--- src/rtl/bitwise_pkg.sv ---
// Shared opcode values and FSM state encoding for the bitwise processor.
package bitwise_pkg;

    localparam logic [3:0] OP_MOV  = 4'b0000;
    localparam logic [3:0] OP_MOVR = 4'b0001;
    localparam logic [3:0] OP_XOR  = 4'b0100;
    localparam logic [3:0] OP_AND  = 4'b0101;
    localparam logic [3:0] OP_OR   = 4'b0110;
    localparam logic [3:0] OP_NOT  = 4'b0111;
    localparam logic [3:0] OP_ASL  = 4'b1000;
    localparam logic [3:0] OP_LSR  = 4'b1001;
    localparam logic [3:0] OP_ASR  = 4'b1010;
    localparam logic [3:0] OP_ROL  = 4'b1011;
    localparam logic [3:0] OP_SWP  = 4'b1100;

    typedef enum logic [2:0] {
        S_WAIT = 3'd0,
        S_LOAD = 3'd1,
        S_EXEC = 3'd2,
        S_WB2  = 3'd3,
        S_DONE = 3'd4
    } state_t;

    // Register moves target R[rd]; every other legal op lands in R0.
    function automatic logic targets_rd(input logic [3:0] op);
        return (op == OP_MOV) || (op == OP_MOVR);
    endfunction

endpackage

--- src/rtl/bitwise_alu.sv ---
// Purely combinational bitwise/shift unit; flags opcodes it does not know.
module bitwise_alu
    import bitwise_pkg::*;
#(
    parameter int WIDTH = 8
) (
    input  logic [3:0]               op,
    input  logic [WIDTH-1:0]         a,
    input  logic [WIDTH-1:0]         b,
    input  logic [WIDTH-1:0]         imm,
    input  logic [$clog2(WIDTH)-1:0] n,
    output logic [WIDTH-1:0]         result,
    output logic                     illegal
);

    logic [2*WIDTH-1:0] rot;

    // Decode the opcode into a result; rotate uses a doubled word so n=0 passes b through.
    always_comb begin
        // NOTE: every output gets a default before the case so no path leaves it unassigned (no latch).
        result  = '0;
        illegal = 1'b0;
        rot     = {b, b} << n;
        case (op)
            OP_MOV:  result = imm;
            OP_MOVR: result = b;
            OP_XOR:  result = a ^ b;
            OP_AND:  result = a & b;
            OP_OR:   result = a | b;
            OP_NOT:  result = ~b;
            OP_ASL:  result = b << n;
            OP_LSR:  result = b >> n;
            OP_ASR:  result = $signed(b) >>> n;
            OP_ROL:  result = rot[2*WIDTH-1:WIDTH];
            OP_SWP:  result = b;
            default: illegal = 1'b1;
        endcase
    end

endmodule

--- src/rtl/bitwise_dp.sv ---
// Datapath: register file, operand read ports, ALU and the registered R0 copy.
module bitwise_dp
    import bitwise_pkg::*;
#(
    parameter int WIDTH = 8,
    parameter int NREGS = 4
) (
    input  logic                     clk,
    input  logic                     reset,
    input  logic [3:0]               op,
    input  logic [$clog2(NREGS)-1:0] rd,
    input  logic [$clog2(NREGS)-1:0] rs,
    input  logic [WIDTH-1:0]         imm,
    input  logic [WIDTH-1:0]         a,
    input  logic [WIDTH-1:0]         b,
    input  logic                     exec_we,
    input  logic                     wb2_we,
    output logic [WIDTH-1:0]         rdata_a,
    output logic [WIDTH-1:0]         rdata_b,
    output logic [WIDTH-1:0]         out,
    output logic                     illegal
);

    localparam int RW  = $clog2(NREGS);
    localparam int SHW = $clog2(WIDTH);

    logic [WIDTH-1:0] regs [0:NREGS-1];
    logic [WIDTH-1:0] result;
    logic [RW-1:0]    a_sel, b_sel, wdest;

    bitwise_alu #(.WIDTH(WIDTH)) alu (
        .op      (op),
        .a       (a),
        .b       (b),
        .imm     (imm),
        .n       (imm[SHW-1:0]),
        .result  (result),
        .illegal (illegal)
    );

    // Operand selection: SWP reads R0 and R[rd]; everything else reads R[rd] and R[rs].
    always_comb begin
        a_sel   = (op == OP_SWP) ? '0 : rd;
        b_sel   = (op == OP_SWP) ? rd : rs;
        wdest   = targets_rd(op) ? rd : '0;
        rdata_a = regs[a_sel];
        rdata_b = regs[b_sel];
    end

    // Register file writes (EXEC result, SWP second half) and the one-cycle-late R0 copy.
    always_ff @(posedge clk or posedge reset) begin
        if (reset) begin
            // NOTE: the register file is small and must read as zero after reset, so it is reset like plain flops.
            for (int i = 0; i < NREGS; i++) regs[i] <= '0;
            out <= '0;
        end else begin
            if (exec_we && !illegal) regs[wdest] <= result;
            if (wb2_we)              regs[rd]    <= a;
            out <= regs[0];
        end
    end

endmodule

--- src/rtl/bitwise_proc.sv ---
// Multi-cycle bitwise processor top: start/done handshake FSM, instruction and operand registers.
module bitwise_proc
    import bitwise_pkg::*;
#(
    parameter int WIDTH = 8,
    parameter int NREGS = 4
) (
    input  logic                     clk,
    input  logic                     reset,
    input  logic                     s,
    input  logic [3:0]               op,
    input  logic [$clog2(NREGS)-1:0] rd,
    input  logic [$clog2(NREGS)-1:0] rs,
    input  logic [WIDTH-1:0]         in,
    output logic [WIDTH-1:0]         out,
    output logic                     done,
    output logic                     busy,
    output logic                     err
);

    localparam int RW = $clog2(NREGS);

    state_t           state, next_state;
    logic [3:0]       op_q;
    logic [RW-1:0]    rd_q, rs_q;
    logic [WIDTH-1:0] imm_q, a_q, b_q;
    logic [WIDTH-1:0] rdata_a, rdata_b;
    logic             illegal;
    logic             load_en, exec_we, wb2_we;

    // State register.
    always_ff @(posedge clk or posedge reset) begin
        // NOTE: sequential state uses non-blocking assignment so every flop samples pre-edge values.
        if (reset) state <= S_WAIT;
        else       state <= next_state;
    end

    // Next-state logic: only S_WAIT looks at s; SWP takes an extra write-back state.
    always_comb begin
        next_state = state;
        case (state)
            S_WAIT:  if (s) next_state = S_LOAD;
            S_LOAD:  next_state = S_EXEC;
            S_EXEC:  next_state = (op_q == OP_SWP) ? S_WB2 : S_DONE;
            S_WB2:   next_state = S_DONE;
            S_DONE:  next_state = S_WAIT;
            default: next_state = S_WAIT;
        endcase
    end

    // Moore outputs and datapath strobes decoded from the current state.
    always_comb begin
        busy    = (state != S_WAIT);
        done    = (state == S_DONE);
        err     = done && illegal;
        load_en = (state == S_LOAD);
        exec_we = (state == S_EXEC);
        wb2_we  = (state == S_WB2);
    end

    // Instruction register: captured once at start, host inputs ignored until the next S_WAIT.
    always_ff @(posedge clk or posedge reset) begin
        if (reset) begin
            op_q  <= '0;
            rd_q  <= '0;
            rs_q  <= '0;
            imm_q <= '0;
        end else if (state == S_WAIT && s) begin
            op_q  <= op;
            rd_q  <= rd;
            rs_q  <= rs;
            imm_q <= in;
        end
    end

    // Operand registers loaded from the register file in S_LOAD.
    always_ff @(posedge clk or posedge reset) begin
        if (reset) begin
            a_q <= '0;
            b_q <= '0;
        end else if (load_en) begin
            a_q <= rdata_a;
            b_q <= rdata_b;
        end
    end

    bitwise_dp #(.WIDTH(WIDTH), .NREGS(NREGS)) DP (
        .clk     (clk),
        .reset   (reset),
        .op      (op_q),
        .rd      (rd_q),
        .rs      (rs_q),
        .imm     (imm_q),
        .a       (a_q),
        .b       (b_q),
        .exec_we (exec_we),
        .wb2_we  (wb2_we),
        .rdata_a (rdata_a),
        .rdata_b (rdata_b),
        .out     (out),
        .illegal (illegal)
    );

endmodule

--- config.mk ---
export PLATFORM = sky130hd
export DESIGN_NAME = bitwise_proc
export DESIGN_NICKNAME = d
export VERILOG_FILES = /design/src/rtl/bitwise_pkg.sv /design/src/rtl/bitwise_alu.sv /design/src/rtl/bitwise_dp.sv /design/src/rtl/bitwise_proc.sv
export SDC_FILE = /design/constraint.sdc
export NUM_CORES = 1
export LEC_CHECK = 0
export BUFFER_PORTS_ARGS = -buffer_cell sky130_fd_sc_hd__buf_2
export CAP_MARGIN = 5
export CORE_ASPECT_RATIO = 1.1
export CORE_MARGIN = 1.5
export CORE_UTILIZATION = 62
export CTS_CLUSTER_DIAMETER = 30
export DETAILED_ROUTE_END_ITERATION = 8
export GPL_TIMING_DRIVEN = 0
export PLACE_DENSITY = 0.81
export SYNTH_ARGS = -nofsm -noshare
export SYNTH_HDL_FRONTEND = slang
export SYNTH_HIERARCHICAL = 1
export SYNTH_SLANG_ARGS = --single-unit
--- constraint.sdc ---
create_clock -name clk -period 2.7 [get_ports clk]
set_clock_uncertainty 0.2 [all_clocks]
set_input_delay 0.135 -clock clk [delete_from_list [all_inputs] [get_ports clk]]
set_output_delay 0.135 -clock clk [all_outputs]
set_load 0.02 [all_outputs]
==> impl_results.rst <==
.. list-table::
   :header-rows: 1

   * - Metric
     - Value
   * - Result of the run
     - complete, no violations
   * - Crit path time final
     - 2.62 ns
   * - Root buffer cell
     - clkbuf_8
   * - Finish-stage setup viols
     - 0
   * - Most common library cell in the layout ignoring fill and taps
     - dfrtp_1
   * - List of cells traversed by the critical path
     - buf_2, and4b_1, or2b_2, o22ai_1, a211oi_1, o21ai_1, mux2i_1, o21ai_0
   * - Count of port buffers added during placement
     - 29
   * - Worst setup timing slack at the placement stage
     - -0.415 ns
   * - Number of fill cells in the layout
     - 588
   * - Top-area cell type share of the netlist area
     - 34.1%
   * - Worst endpoint required time
     - 2.77 ns
   * - Row count
     - 35
   * - Antenna violations before repair
     - 0
   * - Largest voltage drop on the vdd net
     - 0.706 mV
   * - Register area
     - 1880 um2
   * - Initial core utilization
     - 64.8%
   * - Slowest stage cell, crit path
     - dfrtp_2
   * - Static Leakage
     - 2.87 nW
   * - Horizontal die dimension
     - 92.8 um
   * - H-tree levels
     - 3
   * - Slew Limit Fails
     - 0
   * - Setup CP Type
     - reg2reg
   * - Worst Slack Setup Final
     - 0.0835 ns
   * - Tcrit/Tclk final
     - 96.9%
   * - Area of the multi-input gates
     - 3270 um2
   * - Share of final-layout standard cells stronger than drive strength 1
     - 28.8%
   * - Half-perimeter wire length after detailed placement
     - 11100 um
   * - Inserted Clock Buffers
     - 9
   * - Final ANT Viol Nets
     - 0
   * - First-pass DRT Iterations
     - 5
   * - I/O pin count
     - 30
   * - DR vias
     - 4715
   * - CP max stage delay
     - 0.48 ns
   * - Number of buffers and inverters on the critical path
     - 1
   * - Core Area
     - 8500 um2
   * - Worst-path clk slew
     - 0.10 ns
   * - Crit path DAT
     - 2.68 ns
   * - Post-DR vias/cell
     - 6.63
   * - Total Die Area
     - 9450 um2
   * - Mean cell area of the mapped netlist
     - 10.3 um2
   * - Global Route Usage Sum
     - 35.3%
   * - Synthesized Nets
     - 569
   * - Weighted congestion reported at the end of routability-driven placement
     - 0.973
   * - Setup TNS
     - 0 ns
   * - Endpoints failing hold
     - 0
   * - Clock latency on the worst-skew pair
     - 0.36 ns
   * - Highest net fanout along the worst path
     - 8
   * - Area growth from synthesis to layout
     - 14.1%
   * - Residual DRC count
     - 0
   * - RSZ-0062 raised after global routing
     - yes
   * - MaxCap Viol Count
     - 0
   * - Sort of element at the end of the critical path
     - flop
   * - Worst hold-check path type
     - in2reg
   * - Mapped Cells
     - 534
   * - Worst slew margin relative to its limit
     - 34.0%
   * - Power density over cell area
     - 1310 nW/um2
   * - Antenna cells
     - 0
   * - Most used DFF post-synth
     - dfrtp_1
   * - First-iteration detailed-routing DRC count
     - 274
   * - Synthesized area
     - 5500 um2
   * - Number of global-route vias before repair
     - 4800
   * - Final wirelength
     - 15700 um
   * - Top cell type by total area after synthesis
     - dfrtp_1
   * - Top library cells by usage in the layout, fill and taps aside
     - dfrtp_1 (70), mux2i_1 (43), nor2_1 (41), a21oi_1 (41), mux2_2 (40)
   * - Fraction of registers with async set or reset after synthesis
     - 100%
   * - Total congestion overflow
     - 0
   * - Count of warnings emitted by yosys
     - 6
   * - Register bit count reported by yosys
     - 75
   * - Post-layout net count
     - 630
   * - Die height
     - 102 um
   * - Number of distinct library cells after synthesis
     - 72
   * - Clock tree from TritonCTS
     - yes
   * - Cell family with most CP delay
     - simple AND/OR/NAND/NOR gates
   * - Total clock sinks
     - 75
   * - Post-synth EDFFs
     - 0
   * - Kind of start point of the critical path
     - flop
   * - Worst Max-Slew Pin Slew
     - 0.983 ns
   * - Maximum buffer depth of the clock tree
     - 2
   * - Highest attainable clock frequency
     - 382 MHz
   * - Avg WL per Cell
     - 22.0 um
   * - Largest net degree at the start of global routing
     - 41
   * - First-pass GRT wire length
     - 25500 um
   * - Top area cells in the synthesized netlist
     - dfrtp_1 (34%), mux2_2 (8.2%), mux2i_1 (8.2%), mux4_2 (5.3%), a21oi_1 (3.8%)
   * - Fraction of the yosys area taken by sequential cells
     - 34.1%
logic make-up after synthesis:
kind of cell,after synthesis,synth area share (%)
fa+ha+maj,16,3.64
flops,75,34.1
mux,111,25.8
compound gates,112,13.8
simple gates,151,15.2
xor+xnor,2,0.318
buf+inv,67,7.21
cell type report:
cell class,instances,area share (%)
multi-input cells,392,52.0
flip-flops and latches,75,30.0
repair buffers,50,5.50
plain buffers,42,5.10
well taps,111,2.21
clock buffers,10,2.19
clock inverters,6,1.49
inverters,25,1.49
worst min-delay path: stages:
cell	delay [ns]
buf_2	0.10
nor4b_4	0.17
mux2_2	0.23
final timing paths:
path                                to  slack [ns]  cells after the start        start
hold reg to reg              DP/out[3]        0.29                      0  DP/regs[27]
setup reg to reg           DP/regs[24]        0.08                      8      op_q[2]
min in group asynchronous     state[2]        0.26                      3        reset
setup / recovery           DP/regs[24]        0.08                      8      op_q[2]
hold / removal                 op_q[3]         0.1                      3            s
max in group asynchronous  DP/regs[17]        1.46                      3        reset
through the flow:
stage                     instance area, um2  hold WS [ns]  cells  power [mW]  util [%]
after CTS                               6200        0.0847    707        7.99      73.0
after global routing                    6280        0.0901    711        8.68      73.9
final                                   6280        0.0973    711        8.24      73.9
after global placement                  5790         0.166    674        6.75      68.1
after floorplan                         5500        0.0831    534        5.69         -
after detailed placement                5790         0.161    674        6.90      68.1
state kept, by name, indices dropped and copies added, names as in the netlist:
register,flops
DP/out,8
DP/regs,32
a_q,8
b_q,8
imm_q,8
op_q,4
rd_q,2
rs_q,2
state,3
report_power, final:
| part | internal (mW) | switching, mW |
|---|---|---|
| clock network | 0.556 | 0.463 |
| logic | 2.31 | 2.60 |
| registers | 1.63 | 0.673 |
| total | 4.50 | 3.74 |
synth_stat cells, types with 6 or more instances:
master	instances
mux2_2	40
nor2_1	42
mux4_2	13
dfrtp_1	75
mux2i_1	45
a21oi_1	42
ha_1	16
clkbuf_8	7
clkbuf_1	13
nor3_1	6
nor2b_1	10
mux2_4	10
inv_1	23
nand2b_1	10
o21ai_0	13
a221o_1	7
buf_2	11
nand3_1	17
nand2_1	28
layer usage:
metal / up-vias / wire length, um / global-route usage, %
li1: 2087 / - / -
met1: 2310 / 6270 / 45.5
met2: 255 / 7590 / 58.3
met3: 63 / 1030 / 4.91
met4: 0 / 774 / 18.6
met5: - / 0 / 0
what timing repair did:
action                                  4_1_cts  5_1_grt
buffers inserted                              0        4
gates resized for setup                       7       17
endpoints found under the hold margin        71        0
endpoints found under the setup margin       32       33
pin swaps                                     0        0
cloned                                        0        0
hold buffers                                 17        0
No activity file was read; power rests on OpenSTA's default activity.
